--- src/rtl/acc_pkg.sv ---
// Shared types and defaults for the accumulator delta feeder.
package acc_pkg;
    localparam int DW_DEFAULT       = 32;
    localparam int MAX_STEP_DEFAULT = 256;

    typedef enum logic [1:0] {
        IDLE = 2'd0,
        STEP = 2'd1,
        CLR  = 2'd2
    } state_t;
endpackage

--- src/rtl/acc_step_clamp.sv ---
// Combinational step selection: modular delta between target and track,
// clamped to +/-MAX_STEP, with a flag telling whether this step lands on target.
module acc_step_clamp
    import acc_pkg::*;
#(
    parameter int DW       = DW_DEFAULT,
    parameter int MAX_STEP = MAX_STEP_DEFAULT
) (
    input  logic [DW-1:0] target,
    input  logic [DW-1:0] track,
    output logic [DW-1:0] step,
    output logic          is_final
);
    localparam logic [DW:0]   MAX_MAG  = (DW+1)'(MAX_STEP);
    localparam logic [DW-1:0] POS_STEP = DW'(MAX_STEP);
    localparam logic [DW-1:0] NEG_STEP = ~POS_STEP + 1'b1;

    logic signed [DW-1:0] delta;
    logic signed [DW:0]   delta_ext;
    logic        [DW:0]   mag;

    function automatic logic [DW-1:0] clamp_step(input logic signed [DW-1:0] d,
                                                 input logic                 fits);
        if (fits) begin
            return d;
        end else if (d[DW-1]) begin
            return NEG_STEP;
        end else begin
            return POS_STEP;
        end
    endfunction

    // One extra bit so that the most negative delta still has a positive magnitude.
    always_comb begin
        delta     = $signed(target - track);
        delta_ext = {delta[DW-1], delta};
        mag       = delta[DW-1] ? $unsigned(-delta_ext) : $unsigned(delta_ext);
        is_final  = (mag <= MAX_MAG);
        step      = clamp_step(delta, is_final);
    end
endmodule

--- src/rtl/acc_delta_feeder.sv ---
// Turns absolute target samples into clamped signed deltas for the 32-bit acc.
// Optional statistics counters are enabled with the ACC_FEEDER_STATS_EN macro.
module acc_delta_feeder
    import acc_pkg::*;
#(
    parameter int DW       = DW_DEFAULT,
    parameter int MAX_STEP = MAX_STEP_DEFAULT
) (
    input  logic          clk,
    input  logic          reset,
    input  logic          in_valid,
    output logic          in_ready,
    input  logic [DW-1:0] in_data,
    input  logic          sync_req,
    output logic          acc_enable,
    output logic [DW-1:0] acc_data,
    output logic          acc_clr,
    output logic          busy,
    output logic [DW-1:0] track
`ifdef ACC_FEEDER_STATS_EN
    ,
    output logic [15:0]   stat_samples,
    output logic [15:0]   stat_pulses
`endif
);
    state_t        state_q, state_d;
    logic [DW-1:0] track_q, track_d;
    logic [DW-1:0] target_q, target_d;
    logic [DW-1:0] acc_data_q, acc_data_d;
    logic          acc_enable_q, acc_enable_d;
    logic          acc_clr_q, acc_clr_d;

    logic [DW-1:0] clamp_target;
    logic [DW-1:0] step;
    logic          step_final;
    logic          accept;

    assign in_ready     = (state_q == IDLE) && !sync_req;
    assign busy         = (state_q != IDLE);
    assign accept       = in_valid && in_ready;
    // In IDLE the incoming sample is the target; during a split the held one is.
    assign clamp_target = (state_q == IDLE) ? in_data : target_q;

    acc_step_clamp #(
        .DW       (DW),
        .MAX_STEP (MAX_STEP)
    ) u_clamp (
        .target   (clamp_target),
        .track    (track_q),
        .step     (step),
        .is_final (step_final)
    );

    always_comb begin
        state_d      = state_q;
        track_d      = track_q;
        target_d     = target_q;
        acc_enable_d = 1'b0;
        acc_data_d   = '0;
        acc_clr_d    = 1'b0;
        case (state_q)
            IDLE, STEP: begin
                if (sync_req) begin
                    state_d   = CLR;
                    track_d   = '0;
                    target_d  = '0;
                    acc_clr_d = 1'b1;
                end else if (state_q == STEP || accept) begin
                    target_d     = clamp_target;
                    acc_enable_d = |step;
                    acc_data_d   = step;
                    track_d      = track_q + step;
                    state_d      = step_final ? IDLE : STEP;
                end
            end
            CLR:     state_d = IDLE;
            default: state_d = IDLE;
        endcase
    end

    always_ff @(posedge clk or posedge reset) begin
        if (reset) begin
            state_q      <= IDLE;
            track_q      <= '0;
            target_q     <= '0;
            acc_enable_q <= 1'b0;
            acc_data_q   <= '0;
            acc_clr_q    <= 1'b0;
        end else begin
            state_q      <= state_d;
            track_q      <= track_d;
            target_q     <= target_d;
            acc_enable_q <= acc_enable_d;
            acc_data_q   <= acc_data_d;
            acc_clr_q    <= acc_clr_d;
        end
    end

    assign acc_enable = acc_enable_q;
    assign acc_data   = acc_data_q;
    assign acc_clr    = acc_clr_q;
    assign track      = track_q;

`ifdef ACC_FEEDER_STATS_EN
    logic [15:0] stat_samples_q, stat_samples_d;
    logic [15:0] stat_pulses_q, stat_pulses_d;
    logic        enter_clr;

    always_comb begin
        enter_clr      = (state_d == CLR) && (state_q != CLR);
        stat_samples_d = stat_samples_q + 16'(accept);
        stat_pulses_d  = stat_pulses_q + 16'(acc_enable_q);
        if (enter_clr) begin
            stat_samples_d = '0;
            stat_pulses_d  = '0;
        end
    end

    always_ff @(posedge clk or posedge reset) begin
        if (reset) begin
            stat_samples_q <= '0;
            stat_pulses_q  <= '0;
        end else begin
            stat_samples_q <= stat_samples_d;
            stat_pulses_q  <= stat_pulses_d;
        end
    end

    assign stat_samples = stat_samples_q;
    assign stat_pulses  = stat_pulses_q;
`endif
endmodule
--- config.mk ---
export PLATFORM = sky130hd
export DESIGN_NAME = acc_delta_feeder
export DESIGN_NICKNAME = d
export VERILOG_FILES = /design/src/rtl/acc_pkg.sv /design/src/rtl/acc_step_clamp.sv /design/src/rtl/acc_delta_feeder.sv
export SDC_FILE = /design/constraint.sdc
export NUM_CORES = 1
export LEC_CHECK = 0
export ABC_CLOCK_PERIOD_IN_PS = 23000
export BUFFER_PORTS_ARGS = -buffer_cell sky130_fd_sc_hd__buf_2
export CAP_MARGIN = 20
export CORE_ASPECT_RATIO = 2
export CORE_UTILIZATION = 64
export DETAILED_ROUTE_END_ITERATION = 10
export PLACE_DENSITY = 0.86
export RECOVER_POWER = 100
export REMOVE_ABC_BUFFERS = 1
export SLEW_MARGIN = 20
export SYNTH_ARGS = -nofsm -noshare
export SYNTH_HDL_FRONTEND = slang
export SYNTH_SLANG_ARGS = --single-unit
--- constraint.sdc ---
create_clock -name clk -period 23 [get_ports clk]
set_input_delay 1.15 -clock clk [delete_from_list [all_inputs] [get_ports clk]]
set_output_delay 1.15 -clock clk [all_outputs]
set_load 0.05 [all_outputs]
==> results_dict.tcl <==
set metrics [dict create \
    status "complete, but fails checks" \
    violations "max-capacitance violations, max-slew violations" \
    fmax_mhz 70.4 \
    critPathArrivalTime_ps 14450 \
    routed_wl_um 28800 \
    placed_cell_area_um2 9850 \
    synth_top_flop_cell "dfrtp_1" \
    cts_made_buffers 9 \
    synth.cell_area_um2 9320 \
    drc 0 \
    crit_slowest_cell "clkbuf_1" \
    regArea_um2 2500 \
    drive_above_1_share_pct 10.7 \
    crit_type "flip-flop to flip-flop" \
    fillers 1276 \
    core_area_um2 14300 \
    io_buffers 103 \
    cts.clk_slew.worst_paths_ps 70 \
    clock-root-buffer "clkbuf_16" \
    worst_pin_slew_ps 3050 \
    yosysUniqueCellTypes 106 \
    drtIter0Drc 565 \
    path_max_fanout 64 \
    hpwlAfterDp_um 21300 \
    yosys-top-cells-area "dfrtp_1, ha_1, a21oi_1" \
    chipWidth_um 87.3 \
    async_reset_ff_share_pct 100 \
    peakVddDrop_mv 0.0644 \
    dieArea_um2 15100 \
    vias 9501 \
    cts_sinks 100 \
    ys_top_cells_by_count "dfrtp_1, nor2_1, a21oi_1, nand2_1, inv_1" \
    area_growth_pct 7.49 \
    grt_pass1_wl_um 46500 \
    finalCritPeriodShare_pct 61.8 \
    syn_inst 1121 \
    p_per_area_nw_per_um2 165 \
    synth.top_cell.area_share_pct 26.9 \
    grt_pass1_vias 9691 \
    setup_tns_ps 0 \
    crit_path_end_kind "flip-flop" \
    timing.final.hold_violations 0 \
    leakage_nw 4.44 \
    critPathLaunchType "flip-flop" \
    htree_levels 3 \
    maxCapViolCount 6 \
    nNetsFinal 1280 \
    grt_max_degree 65 \
    insertedDiodeCount 0 \
    hold_class "flip-flop to flip-flop" \
    via_per_inst 6.90 \
    final_antenna_net_count 0 \
    yosys.area.top_type "dfrtp_1" \
    max-slew-margin-rel_pct -103 \
    globalplace.congestion 1.03 \
    cts_tree "built" \
    cpPeakStageDelay_ps 2140 \
    initial_utilization_pct 65.3 \
    rsz0062_at_grt "no" \
    fin_area_um2 10000 \
    clkLatencyLatePin_ps 380 \
    grt_remaining_overflow 0 \
    boundaryPins 104 \
    synth_seq_cells 100 \
    post_cts.repair.setup_buffers 0 \
    multi_input_area_um2 6210 \
    grt_usage_pct 39.8 \
    synth-edff-count 0 \
    dr.pass1.iters 5 \
    crit_top_cell "o21ai_0" \
    cts_resized 0 \
    antenna_found_initial 0 \
    die_h_um 173 \
    syn_avg_cell_area_um2 8.31 \
    required_ps 23240 \
    cts_buffer_depth 2 \
    period_minus_slack_ps 14210 \
    yosysMostFrequentCell "dfrtp_1" \
    wl_per_cell_um 20.9 \
    setup-violations-final 0 \
    yosysSeqAreaShare_pct 26.9 \
    num_rows 62 \
    finClkSkew_ps 8.99 \
    ctsHoldBuffers 0 \
    slew_viol_final 238 \
    synth_warnings 0 \
]
## layout make-up
class                   count  area share [%]
flip-flops and latches    100            25.0
clock buffers               9            2.25
inverters                  72            2.71
clock inverters             7           0.912
well taps                 192            2.40
repair buffers            111            4.76
multi-input cells         885            62.0
## registers in the layout, indices dropped and copies added, names as in the netlist
name,flops
target_q,32
state_q,2
acc_clr,1
acc_data,32
track,32
acc_enable,1
## worst paths after layout
path,end,depth (start not counted),slack [ps],start
setup / recovery,track[31]$_DFFE_PP0P_,33,8790,state_q[1]$_DFFE_PP0P_
hold / removal,target_q[31]$_DFFE_PP0P_,2,500,target_q[31]$_DFFE_PP0P_
setup reg to reg,track[31]$_DFFE_PP0P_,33,8790,state_q[1]$_DFFE_PP0P_
hold reg to reg,target_q[31]$_DFFE_PP0P_,2,500,target_q[31]$_DFFE_PP0P_
max in group asynchronous,acc_data[6]$_DFF_PP0_,3,18220,reset
min in group asynchronous,acc_data[9]$_DFF_PP0_,2,1260,reset
## report_power, final
part / switching (mW) / total [mW] / internal, mW
registers: 0.0265 / 0.235 / 0.209
logic: 0.829 / 1.25 / 0.425
clock network: 0.0827 / 0.161 / 0.0782
## layout by cell type, fill, tap and decap left out, drive strengths merged, types with 9 or more instances in the layout
| cell type | count |
|---|---|
| nand2 | 73 |
| a211oi | 11 |
| nor2 | 96 |
| nor2b | 12 |
| o21a | 13 |
| inv | 73 |
| ha | 63 |
| nand4 | 19 |
| and2 | 17 |
| nor3 | 36 |
| and3 | 14 |
| or3 | 17 |
| clkbuf | 80 |
| o21ai | 53 |
| o211ai | 11 |
| a22o | 32 |
| xor2 | 13 |
| a21o | 23 |
| nor4 | 13 |
| dfrtp | 100 |
| a21oi | 83 |
| xnor2 | 20 |
| nand3 | 32 |
| buf | 40 |
| mux2 | 31 |
| mux2i | 9 |
| o22ai | 27 |
| or2 | 14 |
## routing by layer
layer	global-route usage [%]	part of all wire (%)	wire (um)	up-vias
met2	70.7	52	15000	486
met3	6.49	5.7	1640	207
li1	-	-	-	4304
met1	38.2	33	9510	4504
met4	33.8	9.2	2640	0
met5	0	0	0	-
## cell families (layout without fill, tap and decap cells)
| group | Yosys count | in the layout | share of synthesized area [%] |
|---|---|---|---|
| AO/OA/AOI/OAI | 363 | 363 | 28.3 |
| XOR/XNOR | 33 | 33 | 3.10 |
| adder cells (fa/ha/maj) | 67 | 67 | 9.10 |
| buffers and inverters | 136 | 199 | 5.98 |
| flip-flops | 100 | 100 | 26.9 |
| multiplexers | 40 | 40 | 4.71 |
| AND/OR/NAND/NOR | 382 | 382 | 21.9 |
## critical path: cells and delay by family, from the launching register on
| kind | cells | cell delay, ps |
|---|---|---|
| adder cells (fa/ha/maj) | 2 | 850 |
| flip-flops | 1 | 470 |
| buffers and inverters | 4 | 3760 |
| multiplexers | 1 | 430 |
| AND/OR/NAND/NOR | 11 | 3110 |
| AO/OA/AOI/OAI | 15 | 5350 |
## metrics by stage
step | cells | worst slack (ps) | power (mW) | util, % | hold slack, ps
global placement | 1359 | 13260 | 1.42 | 69.0 | 465
floorplan | 1057 | 13370 | 1.17 | - | 445
finish | 1376 | 8790 | 1.65 | 70.2 | 496
CTS | 1375 | 13050 | 1.62 | 71.2 | 503
global route | 1376 | 7810 | 1.76 | 70.2 | 513
detailed placement | 1359 | 13070 | 1.45 | 69.0 | 485
Note: power is estimated with default switching activity, not from simulation.
